[src/rtl/latrsnq_wr_ctrl_pkg.sv]
// Shared types and defaults for the latch write controller: op encoding,
// FSM states, default phase lengths and the phase-counter load helper.
package latrsnq_wr_ctrl_pkg;

    typedef enum logic [1:0] {
        OP_WRITE  = 2'b00,
        OP_CLEAR  = 2'b01,
        OP_PRESET = 2'b10,
        OP_RSVD   = 2'b11
    } op_e;

    typedef enum logic [2:0] {
        INIT,
        IDLE,
        SETUP,
        PULSE,
        HOLD,
        ASYNC,
        RECOV,
        CHECK
    } state_e;

    localparam int SETUP_CYC_DEF = 2;
    localparam int WIDTH_CYC_DEF = 3;
    localparam int HOLD_CYC_DEF  = 1;
    localparam int RECOV_CYC_DEF = 2;
    localparam int CHECK_CYC     = 3;

    // Phase counters count down from N-1 and advance when they hit zero.
    function automatic logic [3:0] phase_load(input int n);
        return 4'(n - 1);
    endfunction

endpackage

[src/rtl/latrsnq_wr_ctrl_sync.sv]
// Two-flop synchronizer bringing the latch's Q into the CLK domain.
module latrsnq_wr_ctrl_sync (
    input  logic CLK,
    input  logic RN,
    input  logic d,
    output logic q
);

    logic [1:0] sync_reg;

    always_ff @(posedge CLK or negedge RN) begin
        if (!RN) begin
            sync_reg <= 2'b00;
        end else begin
            sync_reg <= {sync_reg[0], d};
        end
    end

    assign q = sync_reg[1];

endmodule

[src/rtl/latrsnq_wr_ctrl.sv]
// Sequencer for a D latch with async clear/preset: times the E pulse and the
// RN/SETN pulses, then reads Q back through a synchronizer to confirm the result.
module latrsnq_wr_ctrl
    import latrsnq_wr_ctrl_pkg::*;
#(
    parameter int SETUP_CYC = SETUP_CYC_DEF,
    parameter int WIDTH_CYC = WIDTH_CYC_DEF,
    parameter int HOLD_CYC  = HOLD_CYC_DEF,
    parameter int RECOV_CYC = RECOV_CYC_DEF
) (
    input  logic       CLK,
    input  logic       RN,
    input  logic       req_valid,
    output logic       req_ready,
    input  logic [1:0] req_op,
    input  logic       req_data,
    output logic       lat_D,
    output logic       lat_E,
    output logic       lat_RN,
    output logic       lat_SETN,
    input  logic       lat_Q,
    output logic       done,
    output logic       err
);

    state_e     state_reg, state_next;
    logic [3:0] cnt_reg, cnt_next;
    op_e        op_reg, op_next;
    logic       exp_reg, exp_next;
    logic       rsv_reg, rsv_next;
    logic       boot_reg, boot_next;
    logic       lat_d_reg, lat_d_next;
    logic       lat_e_reg, lat_e_next;
    logic       lat_rn_reg, lat_rn_next;
    logic       lat_setn_reg, lat_setn_next;
    logic       q_sync;

    latrsnq_wr_ctrl_sync u_sync (
        .CLK (CLK),
        .RN  (RN),
        .d   (lat_Q),
        .q   (q_sync)
    );

    always_ff @(posedge CLK or negedge RN) begin
        if (!RN) begin
            state_reg    <= INIT;
            cnt_reg      <= phase_load(WIDTH_CYC);
            op_reg       <= OP_WRITE;
            exp_reg      <= 1'b0;
            rsv_reg      <= 1'b0;
            boot_reg     <= 1'b1;
            lat_d_reg    <= 1'b0;
            lat_e_reg    <= 1'b0;
            lat_rn_reg   <= 1'b0;
            lat_setn_reg <= 1'b1;
        end else begin
            state_reg    <= state_next;
            cnt_reg      <= cnt_next;
            op_reg       <= op_next;
            exp_reg      <= exp_next;
            rsv_reg      <= rsv_next;
            boot_reg     <= boot_next;
            lat_d_reg    <= lat_d_next;
            lat_e_reg    <= lat_e_next;
            lat_rn_reg   <= lat_rn_next;
            lat_setn_reg <= lat_setn_next;
        end
    end

    always_comb begin
        state_next = state_reg;
        cnt_next   = cnt_reg - 4'd1;
        op_next    = op_reg;
        exp_next   = exp_reg;
        rsv_next   = rsv_reg;
        boot_next  = boot_reg;
        lat_d_next = lat_d_reg;

        case (state_reg)
            INIT: begin
                if (cnt_reg == 4'd0) begin
                    state_next = RECOV;
                    cnt_next   = phase_load(RECOV_CYC);
                end
            end
            IDLE: begin
                cnt_next = cnt_reg;
                if (req_valid) begin
                    op_next  = op_e'(req_op);
                    rsv_next = 1'b0;
                    case (op_e'(req_op))
                        OP_WRITE: begin
                            state_next = SETUP;
                            cnt_next   = phase_load(SETUP_CYC);
                            lat_d_next = req_data;
                            exp_next   = req_data;
                        end
                        OP_CLEAR: begin
                            state_next = ASYNC;
                            cnt_next   = phase_load(WIDTH_CYC);
                            exp_next   = 1'b0;
                        end
                        OP_PRESET: begin
                            state_next = ASYNC;
                            cnt_next   = phase_load(WIDTH_CYC);
                            exp_next   = 1'b1;
                        end
                        default: begin
                            // Reserved: single CHECK cycle that reports err without touching the latch.
                            state_next = CHECK;
                            cnt_next   = 4'd0;
                            rsv_next   = 1'b1;
                        end
                    endcase
                end
            end
            SETUP: begin
                if (cnt_reg == 4'd0) begin
                    state_next = PULSE;
                    cnt_next   = phase_load(WIDTH_CYC);
                end
            end
            PULSE: begin
                if (cnt_reg == 4'd0) begin
                    state_next = HOLD;
                    cnt_next   = phase_load(HOLD_CYC);
                end
            end
            HOLD: begin
                if (cnt_reg == 4'd0) begin
                    state_next = CHECK;
                    cnt_next   = phase_load(CHECK_CYC);
                end
            end
            ASYNC: begin
                if (cnt_reg == 4'd0) begin
                    state_next = RECOV;
                    cnt_next   = phase_load(RECOV_CYC);
                end
            end
            RECOV: begin
                // The post-reset recovery skips the readback and never pulses done.
                if (cnt_reg == 4'd0) begin
                    if (boot_reg) begin
                        state_next = IDLE;
                        cnt_next   = 4'd0;
                        boot_next  = 1'b0;
                    end else begin
                        state_next = CHECK;
                        cnt_next   = phase_load(CHECK_CYC);
                    end
                end
            end
            CHECK: begin
                if (cnt_reg == 4'd0) begin
                    state_next = IDLE;
                    cnt_next   = 4'd0;
                end
            end
            default: begin
                state_next = INIT;
                cnt_next   = phase_load(WIDTH_CYC);
            end
        endcase
    end

    // Latch pins are registered from the next state so they change only on CLK edges.
    always_comb begin
        lat_e_next    = (state_next == PULSE);
        lat_rn_next   = !((state_next == INIT) ||
                          ((state_next == ASYNC) && (op_next == OP_CLEAR)));
        lat_setn_next = !((state_next == ASYNC) && (op_next == OP_PRESET));
    end

    assign lat_D     = lat_d_reg;
    assign lat_E     = lat_e_reg;
    assign lat_RN    = lat_rn_reg;
    assign lat_SETN  = lat_setn_reg;
    assign req_ready = (state_reg == IDLE);
    assign done      = (state_reg == CHECK) && (cnt_reg == 4'd0);
    assign err       = done && (rsv_reg || (q_sync != exp_reg));

endmodule

[config.mk]
export PLATFORM = sky130hd
export DESIGN_NAME = latrsnq_wr_ctrl
export DESIGN_NICKNAME = d
export VERILOG_FILES = /design/src/rtl/latrsnq_wr_ctrl_pkg.sv /design/src/rtl/latrsnq_wr_ctrl_sync.sv /design/src/rtl/latrsnq_wr_ctrl.sv
export SDC_FILE = /design/constraint.sdc
export NUM_CORES = 1
export LEC_CHECK = 0
export ABC_AREA = 0
export CAP_MARGIN = 20
export CELL_PAD_IN_SITES_DETAIL_PLACEMENT = 0
export CELL_PAD_IN_SITES_GLOBAL_PLACEMENT = 1
export CORE_MARGIN = 5
export CORE_UTILIZATION = 44
export CTS_CLUSTER_DIAMETER = 50
export DETAILED_ROUTE_END_ITERATION = 8
export PLACE_DENSITY_LB_ADDON = 0.1
export REMOVE_ABC_BUFFERS = 1
export SLEW_MARGIN = 25
export SYNTH_ARGS = -nofsm -noshare
export SYNTH_HDL_FRONTEND = slang
export SYNTH_SLANG_ARGS = --single-unit
[constraint.sdc]
create_clock -name CLK -period 4.2 [get_ports CLK]
set_input_delay 0.84 -clock CLK [delete_from_list [all_inputs] [get_ports CLK]]
set_output_delay 0.84 -clock CLK [all_outputs]
set_load 0.03 [all_outputs]
After elaboration in Yosys (flattened, before gate mapping)
Cells that the tools add are included.

Flip-flop bits (word level): 18. Latch bits: 0. Bits in writable memories: 0. Bits in read-only memories: 0. Input bits: 7. Output and inout port bits: 7. Word-level logic and storage cells: 71. Memories kept: 0.

Add/sub/neg operators: 1. Multiply operators: 0. Divide/modulo/power cells: 0. Order comparisons: 0. Equality and inequality tests: 15. Shifts and indexed selects: 0. Muxes and demuxes: 22. Bitwise gates (word level): 0. Reductions and logical operators: 22.

Operators by type and width (number): 3-bit two-way mux (8); 3-bit one-hot mux with 7 select lines (1); 4-bit two-way mux (5); 4-bit one-hot mux with 5 select lines (1); 3-bit equality test (second input constant) (5); 3-bit by 2-bit equality test with 1-bit output (second input constant) (3); 2-bit OR reduction (4); 3-bit zero test (2); 2-bit two-way mux (3); 3-bit one-hot mux with 2 select lines (1); 3-bit AND reduction (2); 2-bit by 1-bit equality test with 1-bit output (second input constant) (2); 2-bit equality test (second input constant) (2); 1-bit logical AND (4); 4-bit zero test (1); 2-bit one-hot mux with 2 select lines (1); 2-bit AND reduction (2); 4-bit by 1-bit subtractor with 4-bit output (second input constant) (1); 3-bit by 1-bit equality test with 1-bit output (second input constant) (1); 1-bit one-hot mux with 3 select lines (1); 3-bit nonzero test (1); 3-bit OR reduction (1); 1-bit zero test (2); 2-bit zero test (1); other kinds (4) (5).

Longest topological paths before layout
Depth after elaboration: 9. Gate-level depth with buffers: 8. Mapped depth without buffers: 7.

Hierarchy
From an unflattened synthesis, not the netlist that was laid out.

Cells, all modules: 102. Area, all modules: 1026.0 sq um.

Modules (own cells, without submodules): latrsnq_wr_ctrl (times used 1, cells an instance 100, area an instance 975.9 sq um, sequential area each 404.1 sq um); latrsnq_wr_ctrl_sync (times used 1, cells an instance 2, area an instance 50.0 sq um, sequential area each 50.0 sq um).

Worst setup path before layout
No wires, ideal clock.

Kind: flip-flop to output port. Start: reg cnt_reg[0]. End: out err. Data arrival time: 1782 ps. Required time: 3360 ps. Slack: 1578 ps. Cell stages (with the launch flop): 6. Buffers on the path: 0. Cells stage by stage: dfrtp_1 inv_1 ha_1 nor3b_2 and4_1 o21a_1.

Longest elaborated chain between the ends: 3.

Ends and longest elaborated chain: from (decl) (RTL line latrsnq_wr_ctrl.sv:27) `logic [3:0] cnt_reg, cnt_next;`; from (signal assigned) (RTL line latrsnq_wr_ctrl.sv:48) `cnt_reg <= phase_load(WIDTH_CYC);`; from (signal assigned) (RTL line latrsnq_wr_ctrl.sv:59) `cnt_reg <= cnt_next;`; 4-bit zero test (RTL line latrsnq_wr_ctrl.sv:181) `assign done = (state_reg == CHECK) && (cnt_reg == 4'd0);`; 1-bit logical AND (RTL line latrsnq_wr_ctrl.sv:181); named net done (RTL line latrsnq_wr_ctrl.sv:22) `output logic done,`; 1-bit logical AND (RTL line latrsnq_wr_ctrl.sv:182) `assign err = done && (rsv_reg || (q_sync != exp_reg));`; to (decl) (RTL line latrsnq_wr_ctrl.sv:23) `output logic err`.

The timed path passes the listed nets, and every way through them passes these cells.

Worst setup path after layout
Start: reg cnt_reg[0]. End: out err.

Longest elaborated chain between the ends: 3.

Ends and longest elaborated chain (RTL line): 4-bit zero test (latrsnq_wr_ctrl.sv:181); 1-bit logical AND (latrsnq_wr_ctrl.sv:181); 1-bit logical AND (latrsnq_wr_ctrl.sv:182).

No other way between the ends.

==> run_summary.xml <==
<?xml version="1.0" encoding="UTF-8"?>
<metrics>
  <group name="run_status">
    <metric name="run_status" unit="">complete, no violations</metric>
  </group>
  <group name="floorplanning">
    <metric name="ioPinCount" unit="">14</metric>
    <metric name="die_height" unit="um">58.08</metric>
    <metric name="starting_density_of_the_core" unit="">0.4598</metric>
    <metric name="floorplan.die.width" unit="um">58.08</metric>
    <metric name="fp.coreArea" unit="sq mm">0.002212</metric>
    <metric name="floorplan.die_area" unit="sq mm">0.003373</metric>
    <metric name="rows" unit="">17</metric>
  </group>
  <group name="yosys">
    <metric name="synth_largest_area_cell" unit="">sky130_fd_sc_hd__dfrtp_1</metric>
    <metric name="synth_edf_count" unit="">0</metric>
    <metric name="synthDistinctLibCells" unit="">40</metric>
    <metric name="cells_after_synth" unit="">101</metric>
    <metric name="synthArstFlopShare" unit="">1.000</metric>
    <metric name="yosys-top-cells-area" unit="">sky130_fd_sc_hd__dfrtp_1 (37%), sky130_fd_sc_hd__dfstp_2 (7.7%), sky130_fd_sc_hd__ha_1 (6.2%)</metric>
    <metric name="synth_top_flop_cell" unit="">sky130_fd_sc_hd__dfrtp_1</metric>
    <metric name="synth.ff_latch_count" unit="">18</metric>
    <metric name="post-synth-top-count-cell" unit="">sky130_fd_sc_hd__dfrtp_1</metric>
    <metric name="syn_avg_cell_area" unit="sq um">10.07</metric>
    <metric name="synth_top_cells_by_count" unit="">sky130_fd_sc_hd__dfrtp_1 (15), sky130_fd_sc_hd__nor2_1 (10), sky130_fd_sc_hd__nand2_1 (8)</metric>
    <metric name="synth.yosys.seq_area_share" unit="">0.4465</metric>
    <metric name="mappedNetlistArea" unit="sq mm">0.001017</metric>
    <metric name="ys_warn_count" unit="">0</metric>
    <metric name="synth_top_area_frac" unit="">0.3690</metric>
  </group>
  <group name="worst_setup_path">
    <metric name="critPathMaxFanout" unit="">9</metric>
    <metric name="crit_path_start_kind" unit="">flip-flop</metric>
    <metric name="kind_of_end_point_of_the_critical_path" unit="">output pin</metric>
    <metric name="required_time_worst_endpoint" unit="ps">3360</metric>
    <metric name="critPathArrivalTime" unit="ps">2550</metric>
    <metric name="path_class" unit="">reg2out</metric>
  </group>
  <group name="timing">
    <metric name="actual_slew_at_the_worst_max_slew_pin" unit="ps">808.2</metric>
    <metric name="timing.max_slew.rel_slack" unit="">0.4595</metric>
    <metric name="report.final.slew_viol_count" unit="">0</metric>
    <metric name="final-hold-violation-count" unit="">0</metric>
    <metric name="min_period" unit="ps">3390</metric>
    <metric name="timing.final.setup_violations" unit="">0</metric>
    <metric name="tns" unit="ps">0</metric>
    <metric name="max_clock_freq" unit="GHz">0.2950</metric>
    <metric name="post-route-period-util" unit="">0.8071</metric>
    <metric name="grt_setup_unrepaired" unit="">false</metric>
    <metric name="finClkSkew" unit="ps">5.555</metric>
  </group>
  <group name="grt">
    <metric name="grt_max_degree" unit="">19</metric>
    <metric name="number_of_global_route_vias_before_repair" unit="">760</metric>
    <metric name="global_route_wire_length_before_repair" unit="mm">3.167</metric>
    <metric name="initial_antenna_violation_count" unit="">0</metric>
    <metric name="gr-usage-all-layers" unit="">0.1213</metric>
    <metric name="gr-total-overflow" unit="">0</metric>
  </group>
  <group name="place">
    <metric name="port_buffers" unit="">13</metric>
    <metric name="numPlacedInstances" unit="">138</metric>
    <metric name="place.detailed.hpwl" unit="mm">1.339</metric>
    <metric name="routabilityCongestion" unit="">0.7451</metric>
  </group>
  <group name="pwr">
    <metric name="leakage" unit="nW">0.5318</metric>
    <metric name="power-per-cell-area" unit="mW/mm^2">636.7</metric>
    <metric name="power.sequential.fraction" unit="">0.408</metric>
    <metric name="post-layout-total-power" unit="mW">0.7648</metric>
    <metric name="net-switching-power" unit="mW">0.3041</metric>
    <metric name="cell_internal_pwr" unit="mW">0.4607</metric>
    <metric name="worst_ir_drop_vdd" unit="mV">0.3756</metric>
    <metric name="switching_share" unit="">0.3976</metric>
    <metric name="comb_power_frac" unit="">0.452</metric>
    <metric name="fraction_of_power_consumed_by_the_clock_network" unit="">0.140</metric>
  </group>
  <group name="worst_hold_path">
    <metric name="hold_path_class" unit="">reg2reg</metric>
  </group>
  <group name="routing">
    <metric name="antenna_left" unit="">0</metric>
    <metric name="firstDrtPassIters" unit="">4</metric>
    <metric name="routed_wirelength" unit="mm">1.765</metric>
    <metric name="drt-initial-drc-count" unit="">8</metric>
    <metric name="detail_route.vias_per_cell" unit="">5.303</metric>
    <metric name="detailroute.via_count" unit="">753</metric>
    <metric name="remaining_drc_errors" unit="">0</metric>
    <metric name="route.detailed.wl_per_inst" unit="um">12.43</metric>
  </group>
  <group name="run">
    <metric name="max_cap_viol_count" unit="">0</metric>
  </group>
  <group name="final_layout">
    <metric name="fill_cells" unit="">215</metric>
    <metric name="drive_above_1_share" unit="">0.1316</metric>
    <metric name="layout.area.seq" unit="sq um">454.2</metric>
    <metric name="final_cells" unit="">142</metric>
    <metric name="layout.nets" unit="">127</metric>
    <metric name="insertedDiodeCount" unit="">0</metric>
    <metric name="area.growth.synth_to_final" unit="%">18.08</metric>
    <metric name="flip_flop_count_of_the_largest_register_all_copies_and_words_added" unit="">4</metric>
    <metric name="area_of_the_multi_input_gates" unit="sq um">519.2</metric>
  </group>
  <group name="clock_tree">
    <metric name="cts_buffer_depth" unit="">2</metric>
    <metric name="post_cts_resized" unit="">0</metric>
    <metric name="cts.reportedPaths.clkPinSlew" unit="ps">110</metric>
    <metric name="tritoncts_clock_tree" unit="">done</metric>
    <metric name="cts-root-buf" unit="">sky130_fd_sc_hd__clkbuf_4</metric>
    <metric name="cts_inserted_buffers" unit="">3</metric>
    <metric name="clock_sinks" unit="">18</metric>
    <metric name="post-cts-setup-buffers" unit="">0</metric>
    <metric name="cts-hold-fix-buffers" unit="">0</metric>
    <metric name="cts.htree.levels" unit="">1</metric>
    <metric name="worstSkewPairLatency" unit="ps">290</metric>
  </group>
</metrics>
[per-stage QoR]
stage | hold WS [ps] | setup WS, ps | instance area, sq um | utilization
after floorplan | 331.2 | 1578 | 999.7 | -
after global placement | 338.5 | 1183 | 1165 | 0.5266
after detailed placement | 338.0 | 1140 | 1165 | 0.5266
after CTS | 372.3 | 786.2 | 1201 | 0.5430
after global routing | 388.6 | 664.2 | 1201 | 0.5430
final | 366.8 | 810.3 | 1201 | 0.5430
[power groups by stage]
stage                     registers [mW]  logic (mW)  clock network, mW
after floorplan                    0.325       0.243                  0
after global placement             0.317       0.350                  0
after detailed placement           0.315       0.351                  0
after CTS                          0.311       0.353              0.111
after global routing               0.327       0.388              0.119
final                              0.312       0.346              0.107
[metal layers]
layer | track usage | part of all wire | vias to the layer above
li1 | - | - | 379
met1 | 0.1529 | 0.49 | 357
met2 | 0.2016 | 0.45 | 13
met3 | 0.02450 | 0.038 | 4
met4 | 0.04967 | 0.014 | 0
met5 | 0 | 0 | -
[logic make-up (layout without fill, tap and decap cells)]
kind of cell             after synthesis  in the layout  share of synthesized area
buffers and inverters                 11             24                    0.04306
multiplexers                           5              5                    0.06150
AND/OR/NAND/NOR                       35             35                     0.2030
flip-flops                            18             18                     0.4465
adder cells (fa/ha/maj)                5              5                    0.06150
AO/OA/AOI/OAI                         24             24                     0.1587
XOR/XNOR                               3              3                    0.02583
[placed cells by master, fill, tap and decap left out, drive strengths merged, types with 2 or more instances in the layout]
master,n
nor2b,2
nand2,9
clkbuf,4
dfstp,3
mux2,4
nand3,2
and3,2
o21ai,10
a21oi,4
nor3b,2
nor2,10
clkdlybuf4s50,13
a31oi,2
inv,7
dfrtp,15
ha,5
xor2,2
[final timing paths]
check                                   start                 end  slack (ps)  cells after the start
hold / removal             u_sync.sync_reg[0]  u_sync.sync_reg[1]         370                      0
max in group asynchronous                  RN             rsv_reg        2690                      1
min in group asynchronous                  RN               lat_E        1000                      1
setup reg to reg                   cnt_reg[0]              lat_RN        2190                      7
hold reg to reg            u_sync.sync_reg[0]  u_sync.sync_reg[1]         370                      0
setup / recovery                   cnt_reg[0]                 err         810                      6
[final cells by class]
class / count / area share
Inverter: 7 / 0.02188
Multi-Input combinational cell: 72 / 0.4323
Clock buffer: 4 / 0.03021
Timing Repair Buffer: 13 / 0.1083
Sequential cell: 18 / 0.3781
Tap cell: 28 / 0.02917
[critical path, stage by stage, from the launching register on]
cell                              delay (ps)
sky130_fd_sc_hd__dfrtp_1                 410
sky130_fd_sc_hd__inv_1                   130
sky130_fd_sc_hd__ha_1                    200
sky130_fd_sc_hd__nor3b_2                 430
sky130_fd_sc_hd__and4_1                  300
sky130_fd_sc_hd__o21a_1                  130
sky130_fd_sc_hd__clkdlybuf4s50_1         660
(Power assumes the default switching activity.)
